===== src/rtl/cross_bar_pkt_len_prepend.sv =====
// cross_bar_pkt_len_prepend
//   Per-input store-and-forward packet buffer placed in front of a
//   deficit-round-robin arbiter input. Whole AXI-Stream packets are stored,
//   then each is emitted as one header beat carrying the packet length in
//   beats (zero-extended) followed by the data beats. A packet is offered only
//   once completely stored. Packets longer than the data FIFO depth are split
//   into maximum-length pieces and oversize_err pulses for each split.
// Ports
//   aclk, aresetn            clock and synchronous active-low reset
//   s_axis_tdata/tvalid/tlast/tready   input packet stream
//   m_axis_tdata/tvalid/tlast/tready   output stream: header, then data beats
//   pkt_count                number of complete packets currently stored
//   oversize_err             one-cycle pulse when a packet is force-split
module cross_bar_pkt_len_prepend #(
  parameter int DATA_WIDTH  = 32,
  parameter int DEPTH_LOG2  = 6,
  parameter int PKT_NO_LOG2 = 2
) (
  input  logic                  aclk,
  input  logic                  aresetn,
  input  logic [DATA_WIDTH-1:0] s_axis_tdata,
  input  logic                  s_axis_tvalid,
  input  logic                  s_axis_tlast,
  output logic                  s_axis_tready,
  output logic [DATA_WIDTH-1:0] m_axis_tdata,
  output logic                  m_axis_tvalid,
  output logic                  m_axis_tlast,
  input  logic                  m_axis_tready,
  output logic [PKT_NO_LOG2:0]  pkt_count,
  output logic                  oversize_err
);

  localparam int DEPTH  = 1 << DEPTH_LOG2;
  localparam int PKT_NO = 1 << PKT_NO_LOG2;
  localparam int PAD_W  = DATA_WIDTH - DEPTH_LOG2 - 1;

  localparam logic [DEPTH_LOG2:0]    CNT_FULL  = {1'b1, {DEPTH_LOG2{1'b0}}};
  localparam logic [DEPTH_LOG2:0]    CNT_ONE   = {{DEPTH_LOG2{1'b0}}, 1'b1};
  localparam logic [DEPTH_LOG2-1:0]  PTR_ONE   = CNT_ONE[DEPTH_LOG2-1:0];
  localparam logic [PKT_NO_LOG2:0]   LCNT_FULL = {1'b1, {PKT_NO_LOG2{1'b0}}};
  localparam logic [PKT_NO_LOG2:0]   LCNT_ONE  = {{PKT_NO_LOG2{1'b0}}, 1'b1};
  localparam logic [PKT_NO_LOG2-1:0] LPTR_ONE  = LCNT_ONE[PKT_NO_LOG2-1:0];

  typedef enum logic [0:0] {ST_HDR = 1'b0, ST_BODY = 1'b1} state_t;

  logic [DATA_WIDTH-1:0]  mem_r [DEPTH];
  logic [DEPTH_LOG2:0]    len_mem_r [PKT_NO];
  logic [DEPTH_LOG2-1:0]  wr_ptr_r, rd_ptr_r;
  logic [DEPTH_LOG2:0]    data_cnt_r, wr_len_r, rd_left_r;
  logic [PKT_NO_LOG2-1:0] len_wr_ptr_r, len_rd_ptr_r;
  logic [PKT_NO_LOG2:0]   len_cnt_r;
  logic                   oversize_r;
  state_t                 state_r, state_nxt_s;

  logic                   s_ready_s, m_valid_s, m_last_s;
  logic [DATA_WIDTH-1:0]  m_data_s;
  logic                   wr_fire_s, force_s, push_s;
  logic                   rd_fire_s, hdr_fire_s, body_fire_s, pop_s;
  logic [DEPTH_LOG2:0]    wr_len_inc_s, len_head_s;

  assign s_ready_s    = aresetn && (data_cnt_r < CNT_FULL) && (len_cnt_r < LCNT_FULL);
  assign wr_fire_s    = s_axis_tvalid && s_ready_s;
  assign wr_len_inc_s = wr_len_r + CNT_ONE;
  // A packet reaching the FIFO depth is closed even without tlast
  assign force_s      = (wr_len_inc_s == CNT_FULL);
  assign push_s       = wr_fire_s && (s_axis_tlast || force_s);
  assign len_head_s   = len_mem_r[len_rd_ptr_r];
  assign rd_fire_s    = m_valid_s && m_axis_tready;
  assign hdr_fire_s   = rd_fire_s && (state_r == ST_HDR);
  assign body_fire_s  = rd_fire_s && (state_r == ST_BODY);
  assign pop_s        = body_fire_s && (rd_left_r == CNT_ONE);

  assign s_axis_tready = s_ready_s;
  assign m_axis_tvalid = m_valid_s;
  assign m_axis_tdata  = m_data_s;
  assign m_axis_tlast  = m_last_s;
  assign pkt_count     = len_cnt_r;
  assign oversize_err  = oversize_r && aresetn;

  // Data FIFO storage write port
  always_ff @(posedge aclk) begin
    if (wr_fire_s) begin
      mem_r[wr_ptr_r] <= s_axis_tdata;
    end
  end

  // Length FIFO storage write port
  always_ff @(posedge aclk) begin
    if (push_s) begin
      len_mem_r[len_wr_ptr_r] <= wr_len_inc_s;
    end
  end

  // Write-side pointers, current packet length and split pulse
  always_ff @(posedge aclk) begin
    if (!aresetn) begin
      wr_ptr_r     <= '0;
      wr_len_r     <= '0;
      len_wr_ptr_r <= '0;
      oversize_r   <= 1'b0;
    end else begin
      oversize_r <= wr_fire_s && force_s && !s_axis_tlast;
      if (wr_fire_s) begin
        wr_ptr_r <= wr_ptr_r + PTR_ONE;
        wr_len_r <= push_s ? '0 : wr_len_inc_s;
      end
      if (push_s) begin
        len_wr_ptr_r <= len_wr_ptr_r + LPTR_ONE;
      end
    end
  end

  // Occupancy counters; simultaneous write/read or push/pop cancel out
  always_ff @(posedge aclk) begin
    if (!aresetn) begin
      data_cnt_r <= '0;
      len_cnt_r  <= '0;
    end else begin
      case ({wr_fire_s, body_fire_s})
        2'b10:   data_cnt_r <= data_cnt_r + CNT_ONE;
        2'b01:   data_cnt_r <= data_cnt_r - CNT_ONE;
        default: data_cnt_r <= data_cnt_r;
      endcase
      case ({push_s, pop_s})
        2'b10:   len_cnt_r <= len_cnt_r + LCNT_ONE;
        2'b01:   len_cnt_r <= len_cnt_r - LCNT_ONE;
        default: len_cnt_r <= len_cnt_r;
      endcase
    end
  end

  // Read-side pointers and remaining-beat counter
  always_ff @(posedge aclk) begin
    if (!aresetn) begin
      rd_ptr_r     <= '0;
      rd_left_r    <= '0;
      len_rd_ptr_r <= '0;
    end else begin
      if (hdr_fire_s) begin
        rd_left_r <= len_head_s;
      end else if (body_fire_s) begin
        rd_left_r <= rd_left_r - CNT_ONE;
      end
      if (body_fire_s) begin
        rd_ptr_r <= rd_ptr_r + PTR_ONE;
      end
      if (pop_s) begin
        len_rd_ptr_r <= len_rd_ptr_r + LPTR_ONE;
      end
    end
  end

  // Read FSM state register
  always_ff @(posedge aclk) begin
    if (!aresetn) begin
      state_r <= ST_HDR;
    end else begin
      state_r <= state_nxt_s;
    end
  end

  // Read FSM next-state logic
  always_comb begin
    state_nxt_s = state_r;
    case (state_r)
      ST_HDR: begin
        if (hdr_fire_s) begin
          state_nxt_s = ST_BODY;
        end else begin
          state_nxt_s = ST_HDR;
        end
      end
      ST_BODY: begin
        if (pop_s) begin
          state_nxt_s = ST_HDR;
        end else begin
          state_nxt_s = ST_BODY;
        end
      end
      default: state_nxt_s = ST_HDR;
    endcase
  end

  // Read FSM outputs; all qualifiers are forced low while reset is held
  always_comb begin
    m_valid_s = 1'b0;
    m_last_s  = 1'b0;
    m_data_s  = '0;
    case (state_r)
      ST_HDR: begin
        m_valid_s = aresetn && (len_cnt_r != '0);
        m_data_s  = {{PAD_W{1'b0}}, len_head_s};
      end
      ST_BODY: begin
        m_valid_s = aresetn;
        m_last_s  = aresetn && (rd_left_r == CNT_ONE);
        m_data_s  = mem_r[rd_ptr_r];
      end
      default: begin
        m_valid_s = 1'b0;
        m_last_s  = 1'b0;
        m_data_s  = '0;
      end
    endcase
  end

endmodule


===== config.mk =====
export PLATFORM = sky130hd
export DESIGN_NAME = cross_bar_pkt_len_prepend
export DESIGN_NICKNAME = d
export VERILOG_FILES = /design/src/rtl/cross_bar_pkt_len_prepend.sv
export SDC_FILE = /design/constraint.sdc
export NUM_CORES = 2
export LEC_CHECK = 0
export CAP_MARGIN = 5
export CORE_MARGIN = 4
export CORE_UTILIZATION = 45
export DETAILED_ROUTE_END_ITERATION = 10
export HOLD_SLACK_MARGIN = 0.02
export PLACE_DENSITY = 0.7
export SLEW_MARGIN = 30
export SYNTH_ARGS = -nofsm -noshare
export SYNTH_HDL_FRONTEND = slang
export SYNTH_SLANG_ARGS = --single-unit
export TNS_END_PERCENT = 1

===== constraint.sdc =====
create_clock -name aclk -period 4.59 [get_ports aclk]
set_input_delay 1.377 -clock aclk [delete_from_list [all_inputs] [get_ports aclk]]
set_output_delay 1.377 -clock aclk [all_outputs]
set_load 0.02 [all_outputs]

==> impl_metrics.py <==
metrics = {
    "run_status": {
        "status": "finished with violations",
        "violations": "setup timing",
    },
    "setup_path": {
        "ff2ff_path_depth": 10,
        "r2r_slack_ns": 1.27,
        "slowest_stage": "mux4_2",
        "cp_common_cell": "buf_4",
        "cp.required_ns": 3.21,
        "critical-path-max-stage-delay_ns": 0.51,
        "r2r_start": "state_r$_SDFF_PN0_",
        "r2r-end": "pkt_count[2]$_SDFFE_PN0P_",
        "worst_ep_arrival_time_ns": 3.59,
        "criticalPathCategory": "register to output pin",
        "path_cells": "buf_12, buf_8, buf_16, mux4_2, mux4_2, mux2i_2, buf_4, o22ai_1, buf_4, buf_4",
        "worst-path-max-fanout": 10,
        "end_kind": "output pin",
        "startpoint_type": "register",
    },
    "synth": {
        "synth-simple-area-share": 0.0206,
        "ys_seq_area_frac": 0.774,
        "yosysUniqueCellTypes": 59,
        "synthXorXnorAreaFrac": 0.00278,
        "syn_nets": 3693,
        "ys.flop_type": "edfxtp_1",
        "synthCells": 3642,
        "synth_edf_count": 2076,
        "synth.cell_area_um2": 81800,
        "avgSynthCellArea_um2": 22.5,
        "yosys_warnings": 0,
        "async_flop_share": 0,
        "synth_compound_area_frac": 0.0228,
        "yosysMostFrequentCell": "edfxtp_1",
        "yosysTopAreaCellShare": 0.762,
        "synthMuxAreaShare": 0.163,
        "synth.cells.most_frequent": "edfxtp_1 (2,076), mux4_2 (548), nor2_1 (117)",
        "synth.area.top_cells": "edfxtp_1 (76%), mux4_2 (15%), dfxtp_1 (1.2%), mux2i_1 (1.1%), a22oi_1 (0.56%)",
        "synth_top_family_by_area": "multiplexers",
        "ys_ff_latch": 2126,
        "synthAdderAreaFrac": 0.00223,
        "yosys.area.top_type": "edfxtp_1",
    },
    "timing": {
        "fmax_mhz": 201,
        "fin_crit_sh": 1.08,
        "fin_tns_setup_ns": -6.88,
        "layout_setup_ws_ns": -0.381,
        "fin_skew_ns": 0.0466,
        "finalSetupViolCount": 32,
        "hold_viol_final": 0,
        "slew_viol_final": 0,
        "relSlewSlack": 0.306,
        "min_period_ns": 4.97,
        "grt_setup_unrepaired": "yes",
        "worstMarginPinSlew_ns": 1.04,
        "fin_hold_ws_ns": 0.475,
    },
    "worst_hold_path": {
        "whs_endpoint": "wr_len_r[1]$_SDFFE_PN0P_",
        "hold_path_class": "register to register",
        "holdCritStartpoint": "wr_len_r[1]$_SDFFE_PN0P_",
        "min_delay_path_depth": 2,
    },
    "cells_and_area": {
        "layout-drive-gt1-share": 0.324,
        "stdcell_count": 6608,
        "syn_to_final_growth_pct": 17.1,
        "final_nets": 4107,
    },
    "grt": {
        "first_global_vias": 41246,
        "grt_usage": 0.236,
        "antenna_found_initial": 5,
        "overflow": 0,
        "grt_max_degree": 70,
        "grt_pass1_wl_um": 314000,
    },
    "floorplanning": {
        "die_area_um2": 189000,
        "die_w_um": 434,
        "start_util": 0.453,
        "die_height_um": 434,
        "rows": 156,
        "core_um2": 181000,
        "pin_count": 76,
    },
    "route": {
        "routed_wl_um": 221000,
        "dr.pass1.iters": 6,
        "drt-wirelength-per-cell_um": 33.5,
        "vias_per_cell": 6.27,
        "detail-route-antenna-nets": 0,
        "drc": 0,
        "vias": 41405,
        "drt_iter0_drc": 6015,
    },
    "clock_network": {
        "clkLatencyLatePin_ns": 0.86,
        "numCtsBuffers": 203,
        "clock_sinks": 2126,
        "hold_buffers": 0,
        "htree_levels": 4,
        "cts.path.max_buffers": 3,
        "cts-root-buf": "clkbuf_16",
        "tritoncts": "yes",
        "clkTransAtPathRegs_ns": 0.06,
    },
    "pwr": {
        "irDropWorstVdd_uv": 386,
        "p_leak_uw": 0.0291,
        "power_density_nw_per_um2": 404,
    },
    "place": {
        "portBuffers": 75,
        "placed_cells": 6171,
        "gp_congestion": 0.813,
        "dp_hpwl_um": 125000,
    },
    "flow_run": {
        "maxCapViolations": 0,
    },
}
==> area by class of cell <==
cell class | count | area, µm²
clock inverter | 131 | 1290
fill | 13423 | 84900
timing repair buffer | 404 | 4710
antenna | 5 | 12.5
multi-input combinational | 1306 | 18200
tap | 2370 | 2970
sequential | 2126 | 63400
clock buffer | 251 | 5260
inverter | 15 | 58.8
==> sequential cells by signal, indices dropped and copies added, names as in the netlist, named ones only <==
signal / flops
wr_ptr_r: 6
pkt_count: 3
mem_r: 2048
data_cnt_r: 7
state_r: 1
rd_left_r: 7
rd_ptr_r: 6
oversize_r: 1
len_rd_ptr_r: 2
wr_len_r: 7
len_mem_r: 28
len_wr_ptr_r: 2
==> critical path: cells and delay by family, from the launching register on <==
kind / cells / cell delay [ns]
AOI/OAI and AO/OA: 1 / 0.08
buffers and inverters: 6 / 1.05
DFF: 1 / 0.38
muxes: 3 / 1.21
==> placed cells by master (no fill, tap or decap), types with 9 or more instances in the layout <==
cell type and instances:
nand4_1 9, clkinv_1 54, xnor2_1 13, a221oi_2 12
mux2i_1 88, buf_16 26, o21ai_0 15, inv_1 14
nand3_1 30, o22ai_1 23, ha_1 13, bufinv_16 15
dfxtp_1 43, clkdlybuf4s50_1 11, nor2_4 65, clkbuf_16 203
clkbuf_1 48, nor2_1 49, xor2_1 13, a22oi_2 9
nor2b_1 31, a22o_1 14, clkinv_16 10, edfxtp_1 2076
nor3_1 19, nand2_1 74, clkinv_2 39, a211oi_1 9
nand2b_1 13, a221oi_1 9, buf_12 70, and2_1 21
mux4_2 548, buf_6 14, a22oi_1 52, buf_4 258
a21oi_1 38
==> routing by layer <==
layer  part of all wire  vias up  global-route usage
met5           0.000045        -                   0
met4              0.047        2               0.102
met3               0.11      464              0.0529
met2               0.48     2581               0.374
met1               0.36    22062               0.319
li1                   -    16296                   -
==> timing repair <==
item | 4_1_cts | 5_1_grt
setup endpoints to repair | 32 | 32
resized for setup | 166 | 40
setup buffers | 29 | 4
gates cloned | 17 | 0
pin swaps | 16 | 11
==> worst max-delay path by stage <==
stage	to	slack [ns]	cells past startpoint
after global routing	m_axis_tdata[25]	-0.48	11
after floorplan	mem_r[59][0]$_DFFE_PP_	-0.26	8
after CTS	m_axis_tdata[25]	-0.44	11
final	m_axis_tdata[8]	-0.38	10
after global placement	m_axis_tdata[31]	-0.07	8
after detailed placement	m_axis_tdata[31]	-0.08	8
==> per-stage QoR <==
step                area (µm²)  worst slack, ns   util  power, µW
global route             95800           -0.479  0.530      39900
detailed placement       87700          -0.0771  0.485      22700
CTS                      95600           -0.437  0.529      38900
finish                   95800           -0.381  0.530      38700
floorplan                81800           -0.256      -      22200
global placement         87600          -0.0715  0.485      22600
==> report_power, final <==
group	internal (µW)	switching (µW)
combinational	381	626
sequential	21300	25.0
clock	9060	7310
total	30800	7960
==> kinds of logic (layout without fill, tap and decap cells) <==
logic type	Yosys count	after routing
xor+xnor	26	26
flops	2126	2126
fa+ha+maj	14	14
mux	648	648
simple gates	353	353
compound gates	265	265
other cells	0	5
buf+inv	210	801
No activity file was read; power rests on OpenSTA's default activity.
